**src/rtl/systolic_feeder.sv**
```systemverilog
// ---------------------------------------------------------------------------
// systolic_feeder
//
// Upstream stage of the systolic array. Accepts one A column-slice and one
// B row-slice per beat (valid/ready handshake) and skews them diagonally:
// lane k reaches the array k cycles later than lane 0. After the requested
// number of inner-dimension beats it flushes zeros until the last operand
// has reached PE(N-1,N-1), then pulses done_o so draining can begin.
//
// Ports
//   clk_i       in   1         clock, all state on rising edge
//   rst_i       in   1         asynchronous active-low reset
//   start_i     in   1         begin a tile (sampled only in IDLE)
//   k_len_i     in   K_W       beats for this tile, latched with start_i
//   in_valid_i  in   1         a_vec_i/b_vec_i hold a beat
//   in_ready_o  out  1         feeder accepts a beat this cycle
//   a_vec_i     in   N*DATA_W  A column slice, lane k = row k
//   b_vec_i     in   N*DATA_W  B row slice, lane k = column k
//   a_o         out  N*DATA_W  skewed A to the array
//   b_o         out  N*DATA_W  skewed B to the array
//   busy_o      out  1         a tile is in progress
//   done_o      out  1         one-cycle pulse: tile injected and propagated
// ---------------------------------------------------------------------------
module systolic_feeder #(
    parameter int N      = 4,
    parameter int DATA_W = 8,
    parameter int K_W    = 16
) (
    input  logic                clk_i,
    input  logic                rst_i,
    input  logic                start_i,
    input  logic [K_W-1:0]      k_len_i,
    input  logic                in_valid_i,
    output logic                in_ready_o,
    input  logic [N*DATA_W-1:0] a_vec_i,
    input  logic [N*DATA_W-1:0] b_vec_i,
    output logic [N*DATA_W-1:0] a_o,
    output logic [N*DATA_W-1:0] b_o,
    output logic                busy_o,
    output logic                done_o
);

    typedef enum logic [1:0] {
        IDLE,
        FEED,
        FLUSH,
        DONE
    } state_t;

    // The flush has to cover 2N-1 cycles so the last beat on the deepest
    // lane can walk across the whole array diagonal.
    localparam int FLUSH_W = $clog2(2 * N);
    localparam logic [FLUSH_W-1:0] FLUSH_LAST = FLUSH_W'(2 * N - 2);

    state_t             state;
    logic [K_W-1:0]     k_len;
    logic [K_W-1:0]     beat_cnt;
    logic [FLUSH_W-1:0] flush_cnt;
    logic               accept;

    // Handshake and status flags decode straight from the state register,
    // so reset clears them in the same cycle it is asserted.
    assign in_ready_o = (state == FEED);
    assign busy_o     = (state != IDLE);
    assign done_o     = (state == DONE);
    assign accept     = in_valid_i & in_ready_o;

    // Tile sequencer. A zero-length tile goes straight to DONE with no flush
    // since nothing was injected. In FEED the last beat is the one accepted
    // while beat_cnt still reads k_len-1, which keeps beat_cnt from ever
    // counting past k_len.
    always_ff @(posedge clk_i or negedge rst_i) begin
        if (!rst_i) begin
            state     <= IDLE;
            k_len     <= '0;
            beat_cnt  <= '0;
            flush_cnt <= '0;
        end else begin
            case (state)
                IDLE: begin
                    if (start_i) begin
                        if (k_len_i != '0) begin
                            state    <= FEED;
                            k_len    <= k_len_i;
                            beat_cnt <= '0;
                        end else begin
                            state <= DONE;
                        end
                    end
                end
                FEED: begin
                    if (accept) begin
                        beat_cnt <= beat_cnt + K_W'(1);
                        if (beat_cnt == k_len - K_W'(1)) begin
                            state     <= FLUSH;
                            flush_cnt <= '0;
                        end
                    end
                end
                FLUSH: begin
                    if (flush_cnt == FLUSH_LAST) begin
                        state <= DONE;
                    end else begin
                        flush_cnt <= flush_cnt + FLUSH_W'(1);
                    end
                end
                DONE: begin
                    state <= IDLE;
                end
                default: begin
                    state <= IDLE;
                end
            endcase
        end
    end

    // Per-lane skew chains. Lane k is k+1 registers deep. Every chain shifts
    // every cycle in every state; when no beat is accepted a zero enters on
    // all lanes, so A/B pairing inside the array stays aligned through
    // bubbles and the flush.
    for (genvar k = 0; k < N; k++) begin : g_lane
        logic [DATA_W-1:0] a_pipe [0:k];
        logic [DATA_W-1:0] b_pipe [0:k];
        logic [DATA_W-1:0] a_in;
        logic [DATA_W-1:0] b_in;

        assign a_in = accept ? a_vec_i[k*DATA_W +: DATA_W] : '0;
        assign b_in = accept ? b_vec_i[k*DATA_W +: DATA_W] : '0;

        always_ff @(posedge clk_i or negedge rst_i) begin
            if (!rst_i) begin
                for (int s = 0; s <= k; s++) begin
                    a_pipe[s] <= '0;
                    b_pipe[s] <= '0;
                end
            end else begin
                a_pipe[0] <= a_in;
                b_pipe[0] <= b_in;
                for (int s = 1; s <= k; s++) begin
                    a_pipe[s] <= a_pipe[s-1];
                    b_pipe[s] <= b_pipe[s-1];
                end
            end
        end

        assign a_o[k*DATA_W +: DATA_W] = a_pipe[k];
        assign b_o[k*DATA_W +: DATA_W] = b_pipe[k];
    end

endmodule

```
**config.mk**
```make
export PLATFORM = sky130hd
export DESIGN_NAME = systolic_feeder
export DESIGN_NICKNAME = d
export VERILOG_FILES = /design/src/rtl/systolic_feeder.sv
export SDC_FILE = /design/constraint.sdc
export NUM_CORES = 1
export LEC_CHECK = 0
export ABC_AREA = 1
export CAP_MARGIN = 40
export CORE_ASPECT_RATIO = 1.25
export CORE_MARGIN = 1.5
export CORE_UTILIZATION = 25
export DETAILED_ROUTE_END_ITERATION = 12
export GPL_TIMING_DRIVEN = 0
export SYNTH_ARGS = -nofsm -noshare
export SYNTH_HDL_FRONTEND = slang
export SYNTH_SLANG_ARGS = --single-unit
```
**constraint.sdc**
```tcl
create_clock -name clk_i -period 3.1 [get_ports clk_i]
set_input_delay 0.93 -clock clk_i [delete_from_list [all_inputs] [get_ports clk_i]]
set_output_delay 0.93 -clock clk_i [all_outputs]
set_load 0.05 [all_outputs]
```
# Word-level counts from Yosys, hierarchy flattened
# Cells that the tools add are included.
[totals] ff_bits=197 out_inout_bits=67
[classes] addsub=3 eq_ne=11 mux=22 bitwise_logic=1 n_reduce_logical=9
[ops] operator="$mux 8" n=8
[ops] operator="$mux 16" n=3
[ops] operator="$pmux 16 s2" n=1
[ops] operator="$add 16x1->16 const B" n=1
[ops] operator="$eq 16x16->1" n=1
[ops] operator="$reduce_bool 16->1" n=1
[ops] operator="$sub 16x1->16 const B" n=1
[ops] operator="$reduce_and 4->1" n=3
[ops] operator="$mux 2" n=5
[ops] operator="$mux 3" n=3
[ops] operator="$ne 2x2->1 const B" n=4
[ops] operator="$pmux 2 s4" n=1
[ops] operator="$pmux 3 s2" n=1
[ops] operator="$reduce_bool 2->1" n=3
[ops] operator="$eq 2x2->1 const B" n=2
[ops] operator="$ne 2x1->1 const B" n=2
[ops] operator="$add 3x1->3 const B" n=1
[ops] operator="$eq 3x3->1 const B" n=1
[ops] operator="$reduce_and 3->1" n=1
[ops] operator="$eq 2x1->1 const B" n=1
[ops] operator="$logic_not 2->1" n=1
[ops] operator="$and 1x1->1" n=1

# Logic depth before layout (Yosys ltp)
# Gate-level depths: netlist of run 1.
[depth] word_depth=5 mapped_depth=16 depth_no_buf=16

# Worst setup path before layout of run 1
# No wires, ideal clock.
[synth_path] kind="register to register" from="register state[1]" to="register beat_cnt[6]" setup_time_ns=0.126 arrival_ns=1.939 t_required_ns=2.974 setup_slack_ns=1.035 stages_incl_launch_ff=10 period_less_slack_ns=2.065 path_cell_list="dfrtp_1 inv_1 ha_1 inv_1 nor2_1 inv_1 o21ai_0 nand3b_2 buf_2 o21ai_0"
[synth_between] elab_chain_cells=4
[synth_lines] element="from (decl)" line="55" rtl="state_t state;"
[synth_lines] element="from (signal assigned)" line="74" rtl="state <= IDLE;"
[synth_lines] element="from (signal assigned)" line="83" rtl="state <= FEED;"
[synth_lines] element="from (signal assigned)" line="87" rtl="state <= DONE;"
[synth_lines] element="$eq 2x1->1 *" line="63" rtl="assign in_ready_o = (state == FEED);"
[synth_lines] element="via in_ready_o" line="34" rtl="output logic in_ready_o,"
[synth_lines] element="$and 1x1->1" line="66" rtl="assign accept = in_valid_i & in_ready_o;"
[synth_lines] element="$ne 2x1->1 (no source line)"
[synth_lines] element="$reduce_and 4->1 (no source line)"
[synth_lines] element="to (signal assigned)" line="93" rtl="beat_cnt <= beat_cnt + K_W'(1);"
[synth_lines] element="to (decl)" line="57" rtl="logic [K_W-1:0] beat_cnt;"
# Mark *: on every way through the listed nets, which the timed path passes. The rest lies on a longest branch.
# A chain may end at the register's enable or synchronous reset.

# Final worst setup path of run 1
[layout_path] from="input port k_len_i[1]" to="register beat_cnt[15]"
[layout_between] elab_chain_cells=3
[layout_lines] element="from (decl)" line="32" rtl="input logic [K_W-1:0] k_len_i,"
[layout_lines] element="$reduce_bool 16->1" line="82" rtl="if (k_len_i != '0) begin"
[layout_lines] element="$ne 2x2->1 (no source line)"
[layout_lines] element="$reduce_and 4->1 (no source line)"
# Every way passes these cells.

==> impl_summary.txt, run 1 <==
----------------------------------------------------
[Outcome]
  Outcome ... completed

[Route]
  DR pass1 iterations ... 4
  Number of violations reported at the end of detailed-routing iteration 0 ... 180
  Total via count in the routed design ... 4875
  Mean routed wirelength per cell ... 11.50 um
  Total wire length ... 14.68 mm
  Number of remaining DRC errors ... 0
  Vias/cell ... 3.821
  Number of antenna-violating nets in the routed design ... 0

[Floorplanning]
  Boundary pin count ... 151
  Die area ... 31050 um2
  Starting Density ... 25.48%
  Std-Cell Rows ... 70
  Core area ... 29430 um2
  Die width ... 157.9 um
  Die Y-Extent ... 196.6 um

[Finish]
  Ant diodes ... 0
  Flip-flop and latch area ... 4930 um2
  Filler cells ... 3026
  Area growth syn-to-layout ... 35.26%
  Post-layout net count ... 959
  Proportion of layout cells with a drive suffix above 1 ... 14.20%
  Final Instance Area ... 10140 um2
  Multi-input combinational cell area ... 1778 um2

[CTS]
  CTS tree ... yes
  Number of H-tree levels ... 4
  Clk sink count ... 197
  Hold buffer count at CTS ... 0
  Clock transition at the registers of the reported paths ... 80 ps
  Clock root buffer master ... clkbuf_16
  Clk Latency, worst-skew pair ... 430 ps
  Clock buffer count from CTS ... 17
  Max clock buf depth ... 2

[Critical path]
  Kind of launch point of the worst setup path ... primary input
  Reg2reg path depth ... 9
  Endpoint of the worst-slack reg-to-reg timing path ... beat_cnt[15]
  Largest fanout on the critical path ... 10
  CP required ... 3400 ps
  Critical path class ... in2reg
  Arrival time of the worst setup path ... 3160 ps
  Start of the worst register-to-register path ... state[1]
  Type of element capturing the critical path ... flop
  Register-to-Register Setup Slack ... 1060 ps
  Crit-path cells ... clkdlybuf4s50_1, nor4_1, nand4_1, or2_2, nand3b_2, buf_2, o21ai_0
  Worst path buffer plus inverter count ... 2
  Cell family with the largest share of critical-path delay ... simple AND/OR/NAND/NOR gates
  Worst stage delay on the critical path ... 680 ps
  Standard cell with the maximum stage delay on the critical path ... nor4_1

[Timing]
  Worst relative slew slack ... 49.76%
  RSZ-0062 raised after global routing ... false
  Final hold violation count ... 0
  Final count of pins violating max slew ... 0
  Portion of the clock cycle consumed by the worst path in the final layout ... 92.24%
  Fmax ... 349.7 MHz
  Final number of setup-violating endpoints ... 0
  Slew at the pin closest to its max-slew limit ... 746.8 ps
  Final worst path period need ... 2859 ps
  Setup Skew ... 13.42 ps
  Hold WS ... 349.1 ps

[Logic synthesis]
  Cell area after synthesis ... 7498 um2
  Number of synthesized flops with an enable pin ... 0
  Cells after synthesis ... 697
  Share of async-settable or async-resettable flops after synthesis ... 100.0%
  Synthesized Nets ... 789
  Share of synthesized area occupied by flip-flops and latches ... 65.74%
  Most instantiated flip-flop cell in the synthesis netlist ... dfrtp_1
  Post-synthesis area per instance ... 10.76 um2
  Number of distinct library cells after synthesis ... 31
  Flops & latches, synth ... 197
  Synthesis Warnings ... 0

[GRT]
  Via count of the first global-routing pass ... 5073
  Global route overflow ... 0
  Total routing resource utilization after global routing ... 10.41%
  Antenna violations before repair ... 0
  Largest net degree at the start of global routing ... 114
  Wire length of the first global-routing pass ... 24.90 mm

[Power and ir drop]
  Net Switching ... 2.751 mW
  Comb pwr share ... 29.2%
  Relative contribution of sequential cells to total power ... 42.1%
  Leakage dissipation ... 5.057 nW
  Net switching share of the total power ... 35.66%
  Proportion of power drawn by the clock network ... 28.8%
  Pwr dens ... 760.5 nW/um2
  Pint ... 4.962 mW
  Worst voltage drop across the vdd grid ... 412.8 uV

[Placement]
  Number of I/O port buffers ... 150
  Total placed instance area ... 9528 um2
  HPWL reported at the end of detailed placement ... 10.59 mm
  Final weighted congestion in routability-driven placement ... 0.8358

[Hold path]
  Worst min-delay path category ... reg2reg
  Hold Crit Endpoint ... b_o[15]
  Hold Startpoint ... g_lane[1].b_pipe[15]
  Hold-critical path depth ... 0

[Run]
  Count of max-cap constraint violations ... 0

----------------------------------------------------
[cells in the mapped netlist, types with 2 or more instances]
cell type,n,area [um2]
dfrtp_1,197,4930
nand2_1,103,386.6
nor2_1,100,375.4
inv_1,95,356.6
buf_4,48,360.4
nand3_1,25,125.1
xor2_1,15,131.4
mux2_2,12,135.1
xnor2_1,12,105.1
o21ai_1,10,50.05
a21oi_1,8,40.04
ha_1,8,100.1
clkbuf_1,7,26.28
o21ai_0,7,35.03
buf_2,6,30.03
nand3b_1,6,45.04
nand2_2,5,31.28
nor2_2,5,31.28
nand4_1,4,25.02
nor3_2,4,40.04
nor4_1,4,25.02
or2_0,3,18.77
clkbuf_2,2,10.01
inv_2,2,7.510
nor2_4,2,22.52
or2_2,2,12.51
[cells in the final DEF (no fill, tap or decap), types with 2 or more instances in the layout]
master           Yosys  routed
nor3_2               4       4
nand3b_1             6       6
dlymetal6s2s_1       0       2
nand3_1             25      25
dfrtp_1            197     197
clkdlybuf4s50_1      0     147
a21oi_1              8       8
mux2_2              12      12
clkinv_4             0       2
nor2_4               2       2
or2_0                3       3
inv_2                2       2
xor2_1              15      15
buf_4               48      48
inv_6                0       2
o21ai_0              7       7
clkbuf_2             2       2
clkbuf_1             7       7
nand2_2              5       5
clkinv_8             0       6
nand2_1            103     103
o21ai_1             10      10
nor2_1             100     100
ha_1                 8       8
nor2_2               5       5
or2_2                2       2
nor4_1               4       4
clkbuf_16            0      17
inv_8                0       2
inv_1               95      95
nand4_1              4       4
buf_2                6       6
xnor2_1             12      12
[worst max-delay path by stage]
| stage | cells past startpoint | slack [ps] | end | startpoint |
|---|---|---|---|---|
| detailed placement | 8 | -230 | beat_cnt[5] | k_len_i[1] |
| floorplan | 9 | 1040 | beat_cnt[6] | state[1] |
| CTS | 3 | 6 | in_ready_o | state[1] |
| global placement | 1 | -7040 | k_len[8] | rst_i |
| finish | 7 | 240 | beat_cnt[15] | k_len_i[1] |
| global route | 8 | 160 | beat_cnt[10] | k_len_i[1] |
[metrics by stage]
stage	cells	util, %	power (mW)	setup slack (ps)	setup TNS, ps
final	1276	34.46	7.714	240.7	0
after global placement	1243	32.27	5.559	-7041	-1387730
after CTS	1276	34.45	7.857	6.374	0
after detailed placement	1244	32.38	5.588	-226.7	-5118
after floorplan	697	-	4.818	1035	0
after global routing	1276	34.46	8.191	158.5	0
[worst register-to-register path: stages (launching register included)]
cell      delay (ps)
dfrtp_1          410
inv_1             90
ha_1             340
inv_1            230
nor2_1           170
inv_1             50
o21ai_0           90
nand3b_2         190
buf_2            250
o21ai_0          110
[final cells by class]
type	instances	share of cell area, %
multi-input cells	340	17.53
clock inverters	15	1.813
flip-flops and latches	197	48.61
well taps	396	4.885
plain buffers	63	4.207
repair buffers	151	15.17
inverters	97	3.590
clock buffers	17	4.194
[cells by family (layout without fill, tap and decap cells)]
kind of cell / Yosys count / after routing / synth area share (%)
compound gates: 26 / 26 / 1.785
xor+xnor: 27 / 27 / 3.154
fa+ha+maj: 8 / 8 / 1.335
buf+inv: 160 / 343 / 10.55
flops: 197 / 197 / 65.74
mux: 12 / 12 / 1.802
simple gates: 267 / 267 / 15.63
[power by group through the flow]
stage	combinational [mW]	sequential (mW)	clock, mW
global route	2.47	3.30	2.42
floorplan	1.47	3.35	0
global placement	2.26	3.30	0
detailed placement	2.28	3.30	0
CTS	2.29	3.25	2.31
finish	2.25	3.25	2.22
[sequential cells by signal, indices dropped and copies added (netlist names)]
signal,cells
state,2
g_lane.a_pipe,56
g_lane.b_pipe,56
k_len,16
a_o,24
flush_cnt,3
beat_cnt,16
b_o,24
[layer usage]
layer	GRT usage (%)	vias to the layer above	routed length (um)
li1	-	2399	-
met1	11.32	2347	5869
met2	17.72	115	7531
met3	3.980	14	966
met4	4.857	0	308
met5	0	-	0
[what timing repair did]
item                       CTS  global route
setup endpoints to repair    0             2
resized for setup            0             2
buffers inserted             0             0
(Power assumes the default switching activity.)
==> inputs of run 2 (changes only) <==
ABC_AREA = not set   (was 1)
==> run 2 against run 1 <==
Effect of this change:
- combinational power increased by 11%
- largest power group unchanged
- clock skew decreased by 2.9 ps
- sequential cell count unchanged
- critical path type is now reg2reg
==> impl_summary.txt, run 2 <==
----------------------------------------------------
[Outcome]
  Outcome ... completed

[Timing]
  Fmax ... 344.4 MHz (-1.5%)
  Final count of pins violating max slew ... 0 (unchanged)
  Worst relative slew slack ... 50.71% (+0.96 points)
  Final worst path period need ... 2904 ps (+44.61 ps)
  RSZ-0062 raised after global routing ... false
  Hold WS ... 342.6 ps (-6.453 ps)
  Slew at the pin closest to its max-slew limit ... 739.3 ps (-7.492 ps)
  Final number of setup-violating endpoints ... 0 (unchanged)
  Portion of the clock cycle consumed by the worst path in the final layout ... 93.67% (+1.4 points)
  Setup Skew ... 10.47 ps (-2.944 ps)
  Total Neg Setup Slack ... 0 ps (unchanged)
  Post-route worst setup slack ... 196.1 ps (-44.61 ps)
  Final hold violation count ... 0 (unchanged)

[Placement]
  Total placed instance area ... 9189 um2 (-3.6%)
  HPWL reported at the end of detailed placement ... 10.79 mm (+1.8%)
  Number of I/O port buffers ... 150 (unchanged)
  Final weighted congestion in routability-driven placement ... 0.8120 (-2.8%)
  Setup WS pre-CTS ... -736.1 ps (-509.4 ps)

[Floorplanning]
  Die area ... 29880 um2 (-3.8%)
  Core area ... 28400 um2 (-3.5%)
  Boundary pin count ... 151 (unchanged)
  Std-Cell Rows ... 69 (-1.4%)
  Starting Density ... 25.39% (-0.094 points)
  Die Y-Extent ... 192.9 um (-1.9%)
  Die width ... 154.9 um (-1.9%)

[Power and ir drop]
  Net Switching ... 2.760 mW (+0.31%)
  Comb pwr share ... 31.5% (+2.3 points)
  Leakage dissipation ... 4.696 nW (-7.1%)
  Pwr dens ... 809.4 nW/um2 (+6.4%)
  Relative contribution of sequential cells to total power ... 42.1% (about the same)
  Net switching share of the total power ... 34.87% (-0.79 points)
  Proportion of power drawn by the clock network ... 26.4% (-2.4 points)
  Worst voltage drop across the vdd grid ... 390.2 uV (-5.5%)
  Pint ... 5.154 mW (+3.9%)

[CTS]
  Clk sink count ... 197 (unchanged)
  Clock transition at the registers of the reported paths ... 70 ps (about the same)
  Number of H-tree levels ... 4 (unchanged)
  CTS tree ... yes
  Hold buffer count at CTS ... 0 (unchanged)
  Clock root buffer master ... clkbuf_16
  Clock buffer count from CTS ... 17 (unchanged)
  Clk Latency, worst-skew pair ... 430 ps (about the same)
  Max clock buf depth ... 2 (unchanged)

[Logic synthesis]
  Flops & latches, synth ... 197 (unchanged)
  Number of distinct library cells after synthesis ... 54 (+74%)
  Share of async-settable or async-resettable flops after synthesis ... 100.0% (unchanged)
  Synthesis Warnings ... 0 (unchanged)
  Post-synthesis area per instance ... 13.35 um2 (+24%)
  Fraction of synthesized cell area taken by the top area cell type ... 68.37% (+2.6 points)
  Most repeated cell in the gate-level netlist after synthesis ... dfrtp_1
  Cell area after synthesis ... 7211 um2 (-3.8%)
  Most frequent cells after synthesis ... 197 x dfrtp_1, 66 x and3_1, 48 x buf_4
  Number of synthesized flops with an enable pin ... 0 (unchanged)
  Share of synthesized area occupied by flip-flops and latches ... 68.37% (+2.6 points)
  Most instantiated flip-flop cell in the synthesis netlist ... dfrtp_1
  Synthesized Nets ... 632 (-20%)
  Cells after synthesis ... 540 (-23%)
  Most area-consuming cells after synthesis ... dfrtp_1 68%, and3_1 5.7%, buf_4 5.0%
  Cell taking the most area after synthesis ... dfrtp_1

[Route]
  Number of antenna-violating nets in the routed design ... 0 (unchanged)
  Number of remaining DRC errors ... 0 (unchanged)
  Mean routed wirelength per cell ... 13.85 um (+20%)
  Total wire length ... 14.93 mm (+1.8%)
  Total via count in the routed design ... 4445 (-8.8%)
  Number of violations reported at the end of detailed-routing iteration 0 ... 138 (-23%)
  DR pass1 iterations ... 4 (unchanged)
  Vias/cell ... 4.123 (+7.9%)

[Run]
  Count of max-cap constraint violations ... 0 (unchanged)

[GRT]
  Wire length of the first global-routing pass ... 23.85 mm (-4.2%)
  Via count of the first global-routing pass ... 4396 (-13%)
  Total routing resource utilization after global routing ... 10.56% (+0.16 points)
  Largest net degree at the start of global routing ... 103 (-9.6%)
  Global route overflow ... 0 (unchanged)
  Antenna violations before repair ... 0 (unchanged)

[Finish]
  Most frequent standard cell in the layout excluding fill and tap cells ... dfrtp_1
  Final Instance Area ... 9777 um2 (-3.6%)
  Proportion of layout cells with a drive suffix above 1 ... 14.96% (+0.75 points)
  Largest registers ranked by flip-flop count ... g_lane.a_pipe: 56 flops, g_lane.b_pipe: 56 flops
  Area growth syn-to-layout ... 35.59%
  Post-layout net count ... 803 (-16%)
  Commonest non-fill, non-tap cells in the layout ... 197 x dfrtp_1, 147 x clkdlybuf4s50_1, 66 x and3_1, 49 x buf_4, 20 x clkbuf_1

[Hold path]
  Worst min-delay path category ... reg2reg

[Critical path]
  Worst path buffer plus inverter count ... 1 (-1)
  Crit-path cells ... inv_1, ha_1, nor2b_2, nand2_1, xnor2_1, or4_1, or4_4, o21ai_2, nand2_2, mux2_4
  CP required ... 3420 ps (+20 ps)
  Largest fanout on the critical path ... 6 (-4)
  Kind of launch point of the worst setup path ... flop
  Arrival time of the worst setup path ... 3230 ps (+70 ps)
  Cell family with the largest share of critical-path delay ... simple AND/OR/NAND/NOR gates
  Critical path class ... reg2reg
  Standard cell with the maximum stage delay on the critical path ... dfrtp_1
  Type of element capturing the critical path ... flop
  Worst stage delay on the critical path ... 450 ps (-230 ps)

----------------------------------------------------
run 2: kinds of logic (layout without fill, tap and decap cells):
| group | after synthesis | after routing | synth area share [%] |
|---|---|---|---|
| simple gates | 164 | 164 | 13.15 |
| other cells | 0 | 1 | 0 |
| buf+inv | 82 | 264 | 6.802 |
| compound gates | 41 | 41 | 3.870 |
| flops | 197 | 197 | 68.37 |
| fa+ha+maj | 9 | 9 | 1.527 |
| mux | 16 | 16 | 2.516 |
| xor+xnor | 31 | 31 | 3.765 |
run 2: power by group through the flow:
stage          registers (mW)  logic (mW)  clock network [mW]
6_report                 3.33        2.49                2.09
3_5_place_dp             3.39        2.50                   0
4_1_cts                  3.34        2.52                2.17
5_1_grt                  3.40        2.72                2.29
3_3_place_gp             3.38        2.47                   0
2_1_floorplan            3.43        1.62                   0
run 2: final cells by class:
cell class                      count  area (um2)
Sequential cell                   197        4930
Antenna cell                        1       2.502
Clock inverter                     12       115.1
Clock buffer                       18       439.2
Buffer                             71       452.9
Fill cell                        2787       18630
Timing Repair Buffer              152        1546
Tap cell                          355       444.2
Multi-Input combinational cell    261        1805
Inverter                           11       41.29
run 2: routing by layer:
layer	vias to the layer above	wire [um]	GRT usage [%]
met5	-	0	0
met4	0	214	4.475
met3	13	523	2.425
met2	102	7724	17.76
met1	2191	6469	13.02
li1	2139	-	-
run 2: final timing paths:
path	slack, ps	cells past startpoint	startpoint	end
worst min-delay path	340	0	g_lane[3].b_pipe[22]	g_lane[3].b_pipe[14]
worst min register to register	340	0	g_lane[3].b_pipe[22]	g_lane[3].b_pipe[14]
worst max-delay path	200	10	k_len[0]	flush_cnt[1]
max in group asynchronous	1640	2	rst_i	k_len[8]
min in group asynchronous	520	1	rst_i	a_o[15]
worst max register to register	200	10	k_len[0]	flush_cnt[1]
run 2: what timing repair did:
item | 4_1_cts | 5_1_grt
setup buffers | 0 | 1
resized for setup | 3 | 5
pin swaps | 0 | 1
endpoints found under the setup margin | 15 | 16
run 2: per-stage QoR:
step | instances | utilization (%) | total power, mW
after detailed placement | 1046 | 32.35 | 5.893
final | 1078 | 34.42 | 7.914
after floorplan | 540 | - | 5.048
after global placement | 1045 | 32.24 | 5.852
after CTS | 1076 | 34.35 | 8.026
after global routing | 1077 | 34.41 | 8.413
